File: src/rtl/byte_striping.sv
// Transmit-side byte striper: spreads a byte stream round-robin over four lanes
// and publishes each completed (or flushed) group as one registered word set.
module byte_striping #(
  parameter logic [7:0] PAD = 8'h00
) (
  input  logic       clk1M,
  input  logic       reset,
  input  logic [7:0] data_in,
  input  logic       valid_in,
  input  logic       flush,
  output logic [7:0] Lane_0,
  output logic [7:0] Lane_1,
  output logic [7:0] Lane_2,
  output logic [7:0] Lane_3,
  output logic       group_valid,
  output logic [1:0] ctr_3
);

  // Interface: valid_in qualifies data_in for exactly one clk1M cycle; there is
  // no ready, so every valid byte is accepted. group_valid pulses for one cycle
  // on the edge that loads Lane_0..Lane_3; lanes then hold until the next pulse.
  // ctr_3 is the only state: 0 = EMPTY, 1..3 = FILLING (next lane to write).

  logic [7:0] buf0, buf1, buf2;
  logic [7:0] staged [4];
  logic [7:0] next_lane [4];
  logic       publish;

  always_comb begin
    publish = (valid_in && (flush || ctr_3 == 2'd3)) ||
              (flush && !valid_in && ctr_3 != 2'd0);
  end

  // Lanes below ctr_3 come from staging, lane ctr_3 takes a valid byte, the rest pad.
  always_comb begin
    staged[0] = buf0;
    staged[1] = buf1;
    staged[2] = buf2;
    staged[3] = PAD;
    for (int i = 0; i < 4; i++) begin
      next_lane[i] = PAD;
      if (2'(i) < ctr_3)
        next_lane[i] = staged[i];
      else if (2'(i) == ctr_3 && valid_in)
        next_lane[i] = data_in;
    end
  end

  always_ff @(posedge clk1M or posedge reset) begin
    if (reset) begin
      Lane_0      <= 8'h00;
      Lane_1      <= 8'h00;
      Lane_2      <= 8'h00;
      Lane_3      <= 8'h00;
      group_valid <= 1'b0;
      ctr_3       <= 2'd0;
      buf0        <= 8'h00;
      buf1        <= 8'h00;
      buf2        <= 8'h00;
    end else begin
      group_valid <= publish;
      if (publish) begin
        Lane_0 <= next_lane[0];
        Lane_1 <= next_lane[1];
        Lane_2 <= next_lane[2];
        Lane_3 <= next_lane[3];
        ctr_3  <= 2'd0;
      end else if (valid_in) begin
        case (ctr_3)
          2'd0:    buf0 <= data_in;
          2'd1:    buf1 <= data_in;
          default: buf2 <= data_in;
        endcase
        ctr_3 <= ctr_3 + 2'd1;
      end
    end
  end

endmodule

File: config.mk
export PLATFORM = sky130hd
export DESIGN_NAME = byte_striping
export DESIGN_NICKNAME = d
export VERILOG_FILES = /design/src/rtl/byte_striping.sv
export SDC_FILE = /design/constraint.sdc
export NUM_CORES = 1
export LEC_CHECK = 0
export CORE_UTILIZATION = 35
export CTS_CLUSTER_DIAMETER = 80
export DETAILED_ROUTE_END_ITERATION = 8
export PLACE_DENSITY = 0.65
export RECOVER_POWER = 25
export SYNTH_ARGS = -nofsm -noshare
export SYNTH_HDL_FRONTEND = slang
export SYNTH_SLANG_ARGS = --single-unit
export TNS_END_PERCENT = 1
File: constraint.sdc
create_clock -name clk1M -period 2.6 [get_ports clk1M]
set_input_delay 0.52 -clock clk1M [delete_from_list [all_inputs] [get_ports clk1M]]
set_output_delay 0.52 -clock clk1M [all_outputs]
set_load 0.02 [all_outputs]
==> qor.yml, run 1 <==
worst_setup_path:
  path_buf_inv: 1
  regToRegStartpoint: "ctr_3[0]"
  end_kind: "flop"
  r2r_cells: 5
  arrival_ns: 2.23
  required_ns: 2.82
  cpMaxStageDelayCell: "dfrtp_1"
  regToRegEndpoint: "buf2[3]"
  setup.worst_path.start_class: "flop"
  crit_family: "simple AND/OR/NAND/NOR gates"
  path_class: "flop to flop"
  critPathMaxStageDelay_ns: 0.45
  r2r_setup_slack_ns: 0.58
  path_cells: "ha_1, buf_4, nor3b_2, nand2_1, mux2_2"
  cp_max_fo: 11
pwr:
  p_leak_nw: 1.55
  p_seq_share_pct: 43.0
  p_int_mw: 2.17
  switching_share_pct: 28.7
  clkPwrFrac_pct: 27.7
  pwr-share-comb_pct: 29.3
  p_per_area_nw_per_um2: 894
  p_sw_mw: 0.876
  peakVddDrop_uv: 506
detailed_routing:
  dr.pass1.iters: 4
  ant_nets: 0
  drt_iter0_drc: 104
  routedWlPerCell_um: 15.3
  routed_wl_um: 5390
  vias: 1725
  drc: 0
  via_per_inst: 4.91
global_routing:
  grt_antenna_before_repair: 0
  overflow: 0
  grt_pass1_wl_um: 8960
  grt_pass1_vias: 1722
  grt_max_degree: 27
  grt_usage_pct: 15.6
worst_hold_path:
  min_from: "buf1[3]"
  hold_path_depth: 1
  hold_path_class: "flop to flop"
  holdPathEnd: "buf1[3]"
timing:
  fin_tns_setup_ns: 0
  setup_ws_ns: 0.583
  slew_violations: 0
  tightest_slew_ns: 0.927
  fmax_ghz: 0.496
  skew_ns: 0.00379
  rsz0062_at_grt: "false"
  hold_violations: 0
  fin_crit_sh_pct: 77.6
  period_needed_ns: 2.02
  maxSlewHeadroom_pct: 38.1
  finalSetupViolations: 0
place:
  dp_hpwl_um: 3660
  dpl_worst_slack_ns: 0.303
  port_buffers: 46
  finalWeightedCongestion: 0.731
logic_synthesis:
  synth_seq_cells: 59
  synth_commonest_cells: "59 x dfrtp_1, 25 x a22o_1, 22 x mux2_2, 19 x mux2_4"
  synth_flop_cell: "dfrtp_1"
  seq_area_frac_synth_pct: 55.8
  yosysUniqueCellTypes: 21
  ys_warn_count: 0
  synth_top_area_share_pct: 55.8
  syn_inst: 198
  synth_edf_count: 0
  synth.area.top_cells: "dfrtp_1 56%, mux2_4 11%, mux2_2 9.4%, a22o_1 8.3%, nand3_1 3.0%"
  syn_avg_cell_area_sq_um: 13.4
  yosysMostFrequentCell: "dfrtp_1"
  synth.net_count: 214
  ys_async_sr_fraction_pct: 100
  syn-cell-area_sq_um: 2650
  yosysTopAreaCell: "dfrtp_1"
floorplan:
  design.portCount: 47
  fp-row-count: 31
  coreArea_sq_um: 7290
  die_h_um: 88.9
  die-area_sq_um: 7910
  start_util_pct: 36.3
  die_w_um: 88.9
finish:
  drive_gt1_share_pct: 26.2
  area_growth_pct: 28.9
  utilization_pct: 46.8
  diodes: 0
  nets: 265
clocking:
  cts_buffers: 9
  cts_buffer_depth: 2
  htree_levels: 3
  cts_resized: 0
  cts_hold_buf: 0
  cts-root-buf: "clkbuf_8"
  clkLatencyLatePin_ns: 0.34
  clock_sinks: 59
  post_cts_buffers: 0
  tritoncts: "yes"
  cts.clk_slew.worst_paths_ns: 0.06
status:
  status: "finished clean"
flow_run:
  drv_cap: 0
metrics by stage:
step           hold slack, ns  power (mW)  cells  instance area [sq um]
2_1_floorplan           0.480        1.89    198                   2650
3_3_place_gp            0.488        2.21    337                   3220
3_5_place_dp            0.492        2.23    337                   3220
4_1_cts                 0.508        3.09    351                   3420
5_1_grt                 0.516        3.23    351                   3410
6_report                0.503        3.05    351                   3410
how the worst max path moves through the flow:
| stage | startpoint | endpoint | slack, ns | cells past startpoint |
|---|---|---|---|---|
| 2_1_floorplan | ctr_3[1] | Lane_0[0] | 0.37 | 9 |
| 3_3_place_gp | valid_in | buf2[0] | 0.35 | 4 |
| 3_5_place_dp | flush | Lane_1[7] | 0.30 | 5 |
| 4_1_cts | ctr_3[0] | buf2[7] | 0.55 | 5 |
| 5_1_grt | ctr_3[0] | buf2[2] | 0.44 | 5 |
| 6_report | ctr_3[0] | buf2[3] | 0.58 | 5 |
power groups by stage:
stage	Sequential, mW	Combinational [mW]	Clock (mW)
finish	1.31	0.893	0.844
detailed placement	1.33	0.903	0
floorplan	1.43	0.460	0
global placement	1.32	0.887	0
CTS	1.32	0.907	0.865
global route	1.35	0.970	0.911
cells by family after synthesis:
group | count (synthesis) | share of synthesized area, %
flip-flops | 59 | 55.8
AND/OR/NAND/NOR | 27 | 5.91
buffers and inverters | 25 | 4.30
AO/OA/AOI/OAI | 42 | 11.9
adder cells (fa/ha/maj) | 4 | 1.89
multiplexers | 41 | 20.2
cell type report:
class,instances,area [sq um]
tap,99,124
timing repair buffer,53,508
sequential,59,1480
clock buffer,12,165
clock inverter,2,35.0
inverter,12,47.5
fill,694,3880
multi-input combinational,114,1050
cell usage in the layout, fill, tap and decap left out, drive strengths merged, types with 4 or more instances in the layout:
cell type      synthesis  routed
a22o                  25      25
mux2                  41      41
ha                     4       4
clkbuf                 9      14
nand3                 17      17
clkdlybuf4s50          0      45
inv                   12      12
buf                    4       5
dfrtp                 59      59
o21ai                 16      16
per-layer routing:
| layer | wire length [um] | track usage (%) | up-vias | share of wire [%] |
|---|---|---|---|---|
| li1 | - | - | 811 | - |
| met1 | 2560 | 20.4 | 864 | 47 |
| met2 | 2520 | 24.3 | 43 | 47 |
| met3 | 245 | 6.00 | 7 | 4.5 |
| met4 | 58 | 4.33 | 0 | 1.1 |
| met5 | 0 | 0 | - | 0 |
sequential cells by signal, summed over array words and instances (netlist names):
signal / cells
Lane_0: 8
Lane_1: 8
Lane_2: 8
Lane_3: 8
buf0: 8
buf1: 8
buf2: 8
ctr_3: 2
group_valid: 1
Note: power is estimated with default switching activity, not from simulation.
==> run 2, diff against run 1 <==
PLACE_DENSITY = 0.67   (was 0.65)
clock period = 1.67 ns   (was 2.6 ns; I/O delays follow)
==> qor.yml, run 2 (same netlist as run 1, synthesis figures left out) <==
finish:
  diodes: 0  # unchanged
  nets: 283  # +6.8%
  utilization_pct: 50.3  # +3.5 points
  area_growth_pct: 38.6
  final_common_cell: "dfrtp_1"
  final_cell_mix: "58 x dfrtp_1, 29 x dlymetal6s2s_1, 25 x a22o_1, 22 x mux2_2, 20 x buf_4"
  instances_no_fill: 370  # +5.4%
  fillers: 694  # unchanged
  drive_gt1_share_pct: 34.3  # +8.1 points
detailed_routing:
  vias: 1810  # +4.9%
  routed_wl_um: 5810  # +7.9%
  ant_nets: 0  # unchanged
  routedWlPerCell_um: 15.7  # +2.4%
  dr.pass1.iters: 4  # unchanged
  drt_iter0_drc: 87  # -16%
  via_per_inst: 4.89  # -0.46%
  drc: 0  # unchanged
timing:
  fin_crit_sh_pct: 99.1  # +22 points
  rsz0062_at_grt: "true"
  skew_ns: 0.00583  # +0.00203 ns
  finalSetupViolations: 0  # unchanged
  slew_violations: 0  # unchanged
  period_needed_ns: 1.65  # -0.362 ns
  fmax_ghz: 0.604  # +22%
  maxSlewHeadroom_pct: 55.6  # +18 points
  tightest_slew_ns: 0.662  # -0.265 ns
  hold_violations: 0  # unchanged
worst_setup_path:
  regToRegStartpoint: "ctr_3[1]"
  arrival_ns: 1.88  # -0.35 ns
  regToRegEndpoint: "Lane_1[0]"
  end_kind: "flop"
  startpoint: "ctr_3[1]"
  path_class: "flop to flop"
  r2r_cells: 6  # +1
  setup.worst_path.start_class: "flop"
  cp_max_fo: 15  # +4
  required_ns: 1.89  # -0.93 ns
  r2r_setup_slack_ns: 0.02  # -0.57 ns
place:
  dp_hpwl_um: 4210  # +15%
  finalWeightedCongestion: 0.749  # +2.4%
  port_buffers: 46  # unchanged
  dpl.cell_count: 355  # +5.3%
pwr:
  p_per_area_nw_per_um2: 1280  # +44%
  p_leak_nw: 2.12  # +36%
  peakVddDrop_uv: 455  # -10%
clocking:
  tritoncts: "yes"
  clkLatencyLatePin_ns: 0.33  # about the same
  clock_sinks: 59  # unchanged
  cts_hold_buf: 0  # unchanged
  post_cts_buffers: 0  # unchanged
  cts_buffers: 9  # unchanged
  cts_buffer_depth: 2  # unchanged
  cts.clk_slew.worst_paths_ns: 0.06  # about the same
  htree_levels: 3  # unchanged
  cts-root-buf: "clkbuf_8"
global_routing:
  grt_antenna_before_repair: 0  # unchanged
  grt_pass1_vias: 1877  # +9.0%
  grt_pass1_wl_um: 9580  # +6.9%
  overflow: 0  # unchanged
  grt_max_degree: 25  # -7.4%
  grt_usage_pct: 16.8  # +1.2 points
floorplan:
  die_h_um: 88.9  # unchanged
  die-area_sq_um: 7910  # unchanged
  coreArea_sq_um: 7290  # unchanged
  fp-row-count: 31  # unchanged
  design.portCount: 47  # unchanged
  die_w_um: 88.9  # unchanged
  start_util_pct: 36.3  # unchanged
status:
  status: "finished clean"
flow_run:
  drv_cap: 0  # unchanged
worst_hold_path:
  hold_path_class: "primary input to async pin"
run 2: area by class of cell:
| type | count | area, sq um | share of cell area [%] |
|---|---|---|---|
| multi-input combinational | 114 | 1080 | 29.4 |
| clock buffer | 14 | 173 | 4.71 |
| tap | 99 | 124 | 3.38 |
| timing repair buffer | 71 | 757 | 20.6 |
| sequential | 59 | 1480 | 40.3 |
| inverter | 12 | 48.8 | 1.33 |
| clock inverter | 1 | 7.51 | 0.205 |
run 2: worst max path at each step:
stage | endpoint | slack [ns] | depth (start not counted)
after floorplan | Lane_0[0] | -0.23 | 6
after global placement | Lane_1[3] | -0.17 | 6
after detailed placement | Lane_1[0] | -0.18 | 6
after CTS | Lane_1[0] | -0.004 | 6
after global routing | Lane_1[4] | -0.05 | 6
final | Lane_1[0] | 0.02 | 6
run 2: worst max-delay path, cell delays in order, from the launching register on:
cell and delay, ns:
dfrtp_2 0.41, ha_2 0.20, or2_4 0.24, a21oi_4 0.16
inv_4 0.07, buf_12 0.16, mux2_4 0.30
run 2: what timing repair did:
action	4_1_cts	5_1_grt
endpoints found under the setup margin	33	77
resized for setup	4	36
pin swaps	2	0
run 2: routing by layer:
layer | part of all wire, % | track usage (%) | vias up
li1 | - | - | 853
met1 | 47 | 21.6 | 899
met2 | 46 | 25.9 | 42
met3 | 4.5 | 5.54 | 16
met4 | 2.5 | 7.94 | 0
met5 | 0 | 0 | -
run 2: metrics by stage:
step | hold WS, ns | TNS (ns) | power (mW) | worst slack, ns | cell area [sq um]
floorplan | 0.434 | -7.29 | 2.96 | -0.227 | 2670
global placement | 0.488 | -6.05 | 3.55 | -0.172 | 3410
detailed placement | 0.494 | -6.63 | 3.60 | -0.184 | 3410
CTS | 0.318 | -0.00550 | 4.79 | -0.00365 | 3590
global route | 0.525 | -0.744 | 5.00 | -0.0463 | 3670
finish | 0.509 | 0 | 4.71 | 0.0154 | 3670
run 2: report_power, final:
| part | internal (mW) | switching, mW | total (mW) | leakage, nW |
|---|---|---|---|---|
| Sequential | 1.84 | 0.195 | 2.03 | 0.759 |
| Combinational | 0.809 | 0.684 | 1.49 | 1.27 |
| Clock | 0.653 | 0.531 | 1.18 | 0.0888 |
==> run 3, diff against run 2 <==
CAP_MARGIN = 40   (was unset)
==> results of run 3 <==
Final layout, timing and power as in run 2 (identical DEF).
